File: config.mk
export PLATFORM = sky130hd
export DESIGN_NAME = fifo_drain
export DESIGN_NICKNAME = d
export VERILOG_FILES = /design/src/rtl/fifo_drain_pkg.sv /design/src/rtl/fifo_drain_buf.sv /design/src/rtl/fifo_drain.sv
export SDC_FILE = /design/constraint.sdc
export NUM_CORES = 1
export LEC_CHECK = 0
export ABC_CLOCK_PERIOD_IN_PS = 1920
export BUFFER_PORTS_ARGS = -buffer_cell sky130_fd_sc_hd__buf_4
export CAP_MARGIN = 5
export CORE_ASPECT_RATIO = 0.75
export CORE_MARGIN = 8
export CORE_UTILIZATION = 45
export CTS_BUF_LIST = sky130_fd_sc_hd__clkbuf_8
export DETAILED_ROUTE_END_ITERATION = 8
export PLACE_DENSITY = 0.71
export RECOVER_POWER = 25
export SYNTH_ARGS = -nofsm -noshare
export SYNTH_HDL_FRONTEND = slang
export SYNTH_SLANG_ARGS = --single-unit
File: constraint.sdc
create_clock -name clk -period 1.92 [get_ports clk]
set_input_delay 0 -clock clk [delete_from_list [all_inputs] [get_ports clk]]
set_output_delay 0 -clock clk [all_outputs]
set_load 0.05 [all_outputs]
File: src/rtl/fifo_drain_pkg.sv
// ---------------------------------------------------------------------------
// fifo_drain_pkg
// Shared types and constants for the fifo_drain pop-side adapter.
//   occ_t      : occupancy of the skid buffer (0..2 words)
//   SKID_DEPTH : number of skid buffer entries
//   tail_idx() : slot that receives the next arriving word
// Optional feature macro used by fifo_drain: FIFO_DRAIN_STATS_EN
// ---------------------------------------------------------------------------
package fifo_drain_pkg;

  localparam int SKID_DEPTH = 2;

  typedef logic [1:0] occ_t;

  // With two slots, head+occ (mod 2) reduces to an XOR with the occupancy LSB.
  function automatic logic tail_idx(input logic head, input occ_t occ);
    return head ^ occ[0];
  endfunction

endpackage

File: src/rtl/fifo_drain_buf.sv
// ---------------------------------------------------------------------------
// fifo_drain_buf
// Two-entry skid register file with a head pointer.
// Ports:
//   clk      in   clock
//   rstn     in   asynchronous active-low reset (slots and head cleared)
//   wr_en    in   write wr_data into the tail slot (head + occ mod 2)
//   wr_data  in   WIDTH  word to store
//   occ      in   current occupancy, used to locate the tail slot
//   adv      in   consume the head word (head pointer toggles)
//   rd_data  out  WIDTH  word at the head slot
// ---------------------------------------------------------------------------
module fifo_drain_buf
  import fifo_drain_pkg::*;
#(
  parameter int WIDTH = 8
) (
  input  logic             clk,
  input  logic             rstn,
  input  logic             wr_en,
  input  logic [WIDTH-1:0] wr_data,
  input  occ_t             occ,
  input  logic             adv,
  output logic [WIDTH-1:0] rd_data
);

  logic [WIDTH-1:0] slot_reg [SKID_DEPTH];
  logic             head_reg;
  logic             tail;

  assign tail = tail_idx(head_reg, occ);

  // Slots reset to zero so the idle head reads back as zero.
  always_ff @(posedge clk or negedge rstn) begin
    if (!rstn) begin
      for (int i = 0; i < SKID_DEPTH; i++) begin
        slot_reg[i] <= '0;
      end
    end else if (wr_en) begin
      slot_reg[tail] <= wr_data;
    end
  end

  always_ff @(posedge clk or negedge rstn) begin
    if (!rstn) begin
      head_reg <= 1'b0;
    end else if (adv) begin
      head_reg <= ~head_reg;
    end
  end

  assign rd_data = slot_reg[head_reg];

endmodule

File: src/rtl/fifo_drain.sv
// ---------------------------------------------------------------------------
// fifo_drain
// Pop-side adapter for a synchronous FIFO with one-cycle read latency.
// Issues FIFO pops and turns the returned words into a valid/ready stream
// through a two-entry skid buffer; sustains one word per cycle.
// Ports:
//   clk         in   clock, all state on posedge
//   rstn        in   asynchronous active-low reset
//   fifo_empty  in   FIFO empty flag
//   fifo_rd     in   WIDTH  FIFO read data, valid the cycle after a pop
//   fifo_pop    out  pop request to the FIFO
//   m_valid     out  output word valid
//   m_ready     in   downstream accepts word
//   m_data      out  WIDTH  output word (head of skid buffer)
//   pop_count   out  CNT_W  pops issued (only with FIFO_DRAIN_STATS_EN)
// Optional feature: define FIFO_DRAIN_STATS_EN to add the pop_count port.
// ---------------------------------------------------------------------------
module fifo_drain
  import fifo_drain_pkg::*;
#(
  parameter int WIDTH = 8,
  parameter int CNT_W = 16
) (
  input  logic             clk,
  input  logic             rstn,
  input  logic             fifo_empty,
  input  logic [WIDTH-1:0] fifo_rd,
  output logic             fifo_pop,
  output logic             m_valid,
  input  logic             m_ready,
  output logic [WIDTH-1:0] m_data
`ifdef FIFO_DRAIN_STATS_EN
  ,
  output logic [CNT_W-1:0] pop_count
`endif
);

  occ_t       occ_reg;
  occ_t       occ_next;
  logic       infl_reg;
  logic       fire;
  logic [2:0] level_after;

  assign m_valid = (occ_reg != 2'd0);
  assign fire    = m_valid & m_ready;

  // Words held after this edge if no new pop were issued. Never negative:
  // fire implies occ_reg >= 1.
  assign level_after = {1'b0, occ_reg} + {2'b00, infl_reg} - {2'b00, fire};

  // A pop is only issued when its word is guaranteed a free slot on arrival.
  assign fifo_pop = rstn & ~fifo_empty & (level_after < 3'd2);
  assign occ_next = level_after[1:0];

  always_ff @(posedge clk or negedge rstn) begin
    if (!rstn) begin
      occ_reg  <= '0;
      infl_reg <= 1'b0;
    end else begin
      occ_reg  <= occ_next;
      infl_reg <= fifo_pop;
    end
  end

  // The arriving word is written at tail = head + occ, using occupancy
  // before this edge; a simultaneous fire only moves the head.
  fifo_drain_buf #(
    .WIDTH (WIDTH)
  ) u_buf (
    .clk     (clk),
    .rstn    (rstn),
    .wr_en   (infl_reg),
    .wr_data (fifo_rd),
    .occ     (occ_reg),
    .adv     (fire),
    .rd_data (m_data)
  );

`ifdef FIFO_DRAIN_STATS_EN
  logic [CNT_W-1:0] pop_count_reg;

  always_ff @(posedge clk or negedge rstn) begin
    if (!rstn) begin
      pop_count_reg <= '0;
    end else if (fifo_pop) begin
      pop_count_reg <= pop_count_reg + 1'b1;
    end
  end

  assign pop_count = pop_count_reg;
`else
  // Counter width is only meaningful when statistics are built in.
  if (CNT_W > 0) begin : g_cnt_w_unused
  end
`endif

`ifndef SYNTHESIS
  a_occ_bound : assert property (@(posedge clk) disable iff (!rstn)
    ({1'b0, occ_reg} + {2'b00, infl_reg}) <= 3'd2);
  a_no_underflow : assert property (@(posedge clk) disable iff (!rstn)
    !(fifo_pop && fifo_empty));
`endif

endmodule

==> summary.log <==
[run_status] outcome finished with violations
[run_status] failing checks negative setup slack
[min_path] launch point of the worst hold path m_ready
[synthesis] Synth Area in XOR/XNOR 2.79%
[cells_and_area] Largest register FFs 16
[synthesis] Syn Std Cell Area 941 um^2
[setup_path] cell breakdown of the critical path or2_4, and2_4, ha_4, inv_2, ha_4, fa_2, xnor2_2, nor4b_4, buf_6
[setup_path] launching point of the worst reg2reg path occ_reg[0]
[setup_path] register-to-register setup slack -0.18 ns
[sta] setup repair after global routing missed its margin yes
[sta] endpoints failing hold 0
[sta] Finish-stage setup viols 2
[setup_path] Critical R2R Capture infl_reg
[cells_and_area] synthesis-to-finish area growth 43.9%
[min_path] min-delay worst type primary input to register
[route] initial detailed-routing violation count 12
[setup_path] type of the worst setup path register to output pin
[placed_design] Post-Place Worst Slack -0.377 ns
[route] post-DR vias/cell 4.82
[sta] minimum clock period after layout 2.47 ns
[cells_and_area] proportion of layout cells with a drive suffix above 1 61.6%
[route] Final ANT Viol Nets 0
[synthesis] flops & latches, synth 20
[global_route] total global routing track utilization 11.2%
[route] detail-routed net length per standard cell 15.1 um
[sta] final worst setup slack -0.548 ns
[synthesis] synth top area cells dfrtp_1 53%, mux2_2 19%, mux2_4 13%
[clocking] buffer cell driving the clock tree root clkbuf_8
[global_route] number of antenna violations at the first check in global routing 0
[sta] Least-Margin Pin Slew 1.09 ns
[cells_and_area] number of nets in the layout 115
[route] length of the first detailed-routing pass in iterations 2
[setup_path] critical path data required time 1.92 ns
[synthesis] area fraction in compound gates after synthesis 0%
[synthesis] share of the synthesized area in the top cell type 53.2%
[clocking] number of H-tree levels 1
[global_route] pin count of the biggest net entering global routing 22
[synthesis] share of cell area taken by muxes after synthesis 31.9%
[global_route] via count of the first global-routing pass 642
[setup_path] maximum fanout encountered on the critical timing path 2
[floorplanning] initial standard-cell utilization of the core 47.1%
[job] number of max-cap violations 0
[global_route] first-pass GRT wire length 3.23 mm
[synthesis] gate count after technology mapping 61
[clocking] cts bufs inserted 3
[setup_path] cell with the most instances on the worst path ha_4
[cells_and_area] fill cell instance count of the final layout 145
[sta] maximum clock skew at final layout 0.00138 ns
[min_path] Hold Path Depth 4
[global_route] total gr overflow 0
[route] vias 593
[sta] final max-slew violation count 0
[clocking] clock latency of the later-clocked register in the worst-skew pair 0.26 ns
[synthesis] nets in the synthesized netlist 76
[setup_path] kind of end point of the critical path output pin
[placed_design] estimated wirelength of the detail-placed design 1.31 mm
[clocking] TritonCTS clock tree yes
[sta] maximum clock frequency 0.405 GHz
[synthesis] cell type contributing the most total cell area after synthesis dfrtp_1
[clocking] clock-pin transition on the worst setup and hold timing paths 0.07 ns
[cells_and_area] number of antenna cells inserted 0
[min_path] endpoint of the worst hold-timing path u_buf.head_reg
[synthesis] synthesized-area fraction occupied by adder cells 4.79%
[synthesis] average cell area after synthesis 15.4 um^2
[setup_path] master of the slowest instance on the critical path dfrtp_1
[synthesis] proportion of synthesized chip area in sequential cells 53.2%
[route] total wire length after detailed routing 1.86 mm
[clocking] number of sinks handled by clock tree synthesis 20
[synthesis] number of warnings issued by yosys 0
[setup_path] startpoint class of the critical path register
[floorplanning] area of the core 0.00200 mm^2
[placed_design] final estimated routing congestion in global placement 0.652
[route] Residual DRC 0
[setup_path] maximum single-stage delay on the critical path 0.38 ns
[sta] relative slew slack 27.5%
[floorplanning] I/O pin total 22
[sta] period utilisation layout 129%
[placed_design] buffers added on ports 21
[clocking] Max clock buf depth 2
[setup_path] Worst R2R Path Depth 8
[floorplanning] floorplan die height 55.6 um
[setup_path] data arrival time of the worst path 2.47 ns
[floorplanning] Cell Rows 14
[synthesis] post-synthesis cell type count 14
[floorplanning] Die Span X 68.8 um
[synthesis] main combinational cell family by area after synthesis multiplexers
[synthesis] Simple-Gate Fraction of Synth Area 3.32%
[floorplanning] floorplan die area 0.00383 mm^2
==> cells in the final DEF, fill, tap and decap left out <==
cell type	synthesis	layout
dfrtp_1	20	20
mux2_4	8	8
inv_2	0	1
fa_2	0	1
xor2_1	2	2
buf_4	0	24
and2_4	0	1
or2_4	0	1
xnor2_2	0	1
dlygate4sd3_1	0	10
buf_6	2	1
nor4b_4	0	1
inv_1	4	3
nand2_1	1	1
clkbuf_1	0	1
mux2_2	16	16
or2_1	1	1
clkbuf_8	0	4
ha_4	0	2
==> cells in the mapped netlist <==
cell type  instances
inv_1              4
buf_6              2
or2_1              1
xnor2_1            1
fa_1               1
ha_1               2
mux2_2            16
xor2_1             2
nor4b_1            1
and2_1             1
dfrtp_1           20
nand2_1            1
mux2_4             8
or2_2              1
==> routing by layer <==
| metal | vias to the layer above | track usage (%) | part of all wire, % |
|---|---|---|---|
| met2 | 17 | 15.5 | 44 |
| met4 | 0 | 3.43 | 1.1 |
| met1 | 288 | 15.0 | 46 |
| met3 | 5 | 5.03 | 9.1 |
| li1 | 283 | - | - |
| met5 | - | 0 | 0 |
==> critical path: cells and delay by family, from the launching register on <==
kind	cells	cell delay, ns
xor+xnor	1	0.16
fa+ha+maj	3	0.74
simple gates	3	0.68
flops	1	0.38
buf+inv	2	0.25
==> cell families (layout without fill, tap and decap cells) <==
group                      after synthesis  in the layout
DFF                                     20             20
buffers and inverters                    6             44
xor gates and xnor gates                 3              3
muxes                                   24             24
adders and majority gates                3              3
and+or+nand+nor                          5              5
==> how the worst max path moves through the flow <==
| stage | startpoint | to | cells past startpoint |
|---|---|---|---|
| after floorplan | occ_reg[0] | infl_reg | 7 |
| after global placement | occ_reg[0] | fifo_pop | 8 |
| after detailed placement | occ_reg[0] | fifo_pop | 9 |
| after CTS | occ_reg[0] | fifo_pop | 9 |
| after global routing | occ_reg[0] | fifo_pop | 9 |
| final | occ_reg[0] | fifo_pop | 9 |
==> repair_timing <==
| item | 4_1_cts | 5_1_grt |
|---|---|---|
| pin swaps | 3 | 0 |
| endpoints found under the setup margin | 2 | 2 |
| resized for setup | 4 | 0 |
| buffers inserted | 0 | 1 |
| hold buffers | 10 | 0 |
| endpoints found under the hold margin | 37 | 0 |
==> stage by stage <==
stage	util [%]	cell area, um^2	hold WS (ns)	std cells	setup TNS (ns)
after floorplan	-	976	-0.296	61	-1.47
after global placement	58.6	1170	-0.103	108	-0.463
after detailed placement	58.6	1170	-0.103	108	-0.606
after CTS	67.6	1350	0.157	122	-0.726
after global routing	67.8	1350	0.166	123	-0.884
final	67.8	1350	0.169	123	-0.733
==> cell type report <==
cell class | count | area, um^2 | share of cell area, %
flip-flops and latches | 20 | 500 | 37.0
repair buffers | 36 | 295 | 21.8
inverters | 4 | 15.0 | 1.11
clock buffers | 4 | 55.1 | 4.07
well taps | 24 | 30.0 | 2.22
multi-input cells | 35 | 458 | 33.8
Power is left out: the tool's default activity adds up to more than one toggle a clock period on the data nets, which glitch-free logic cannot reach.
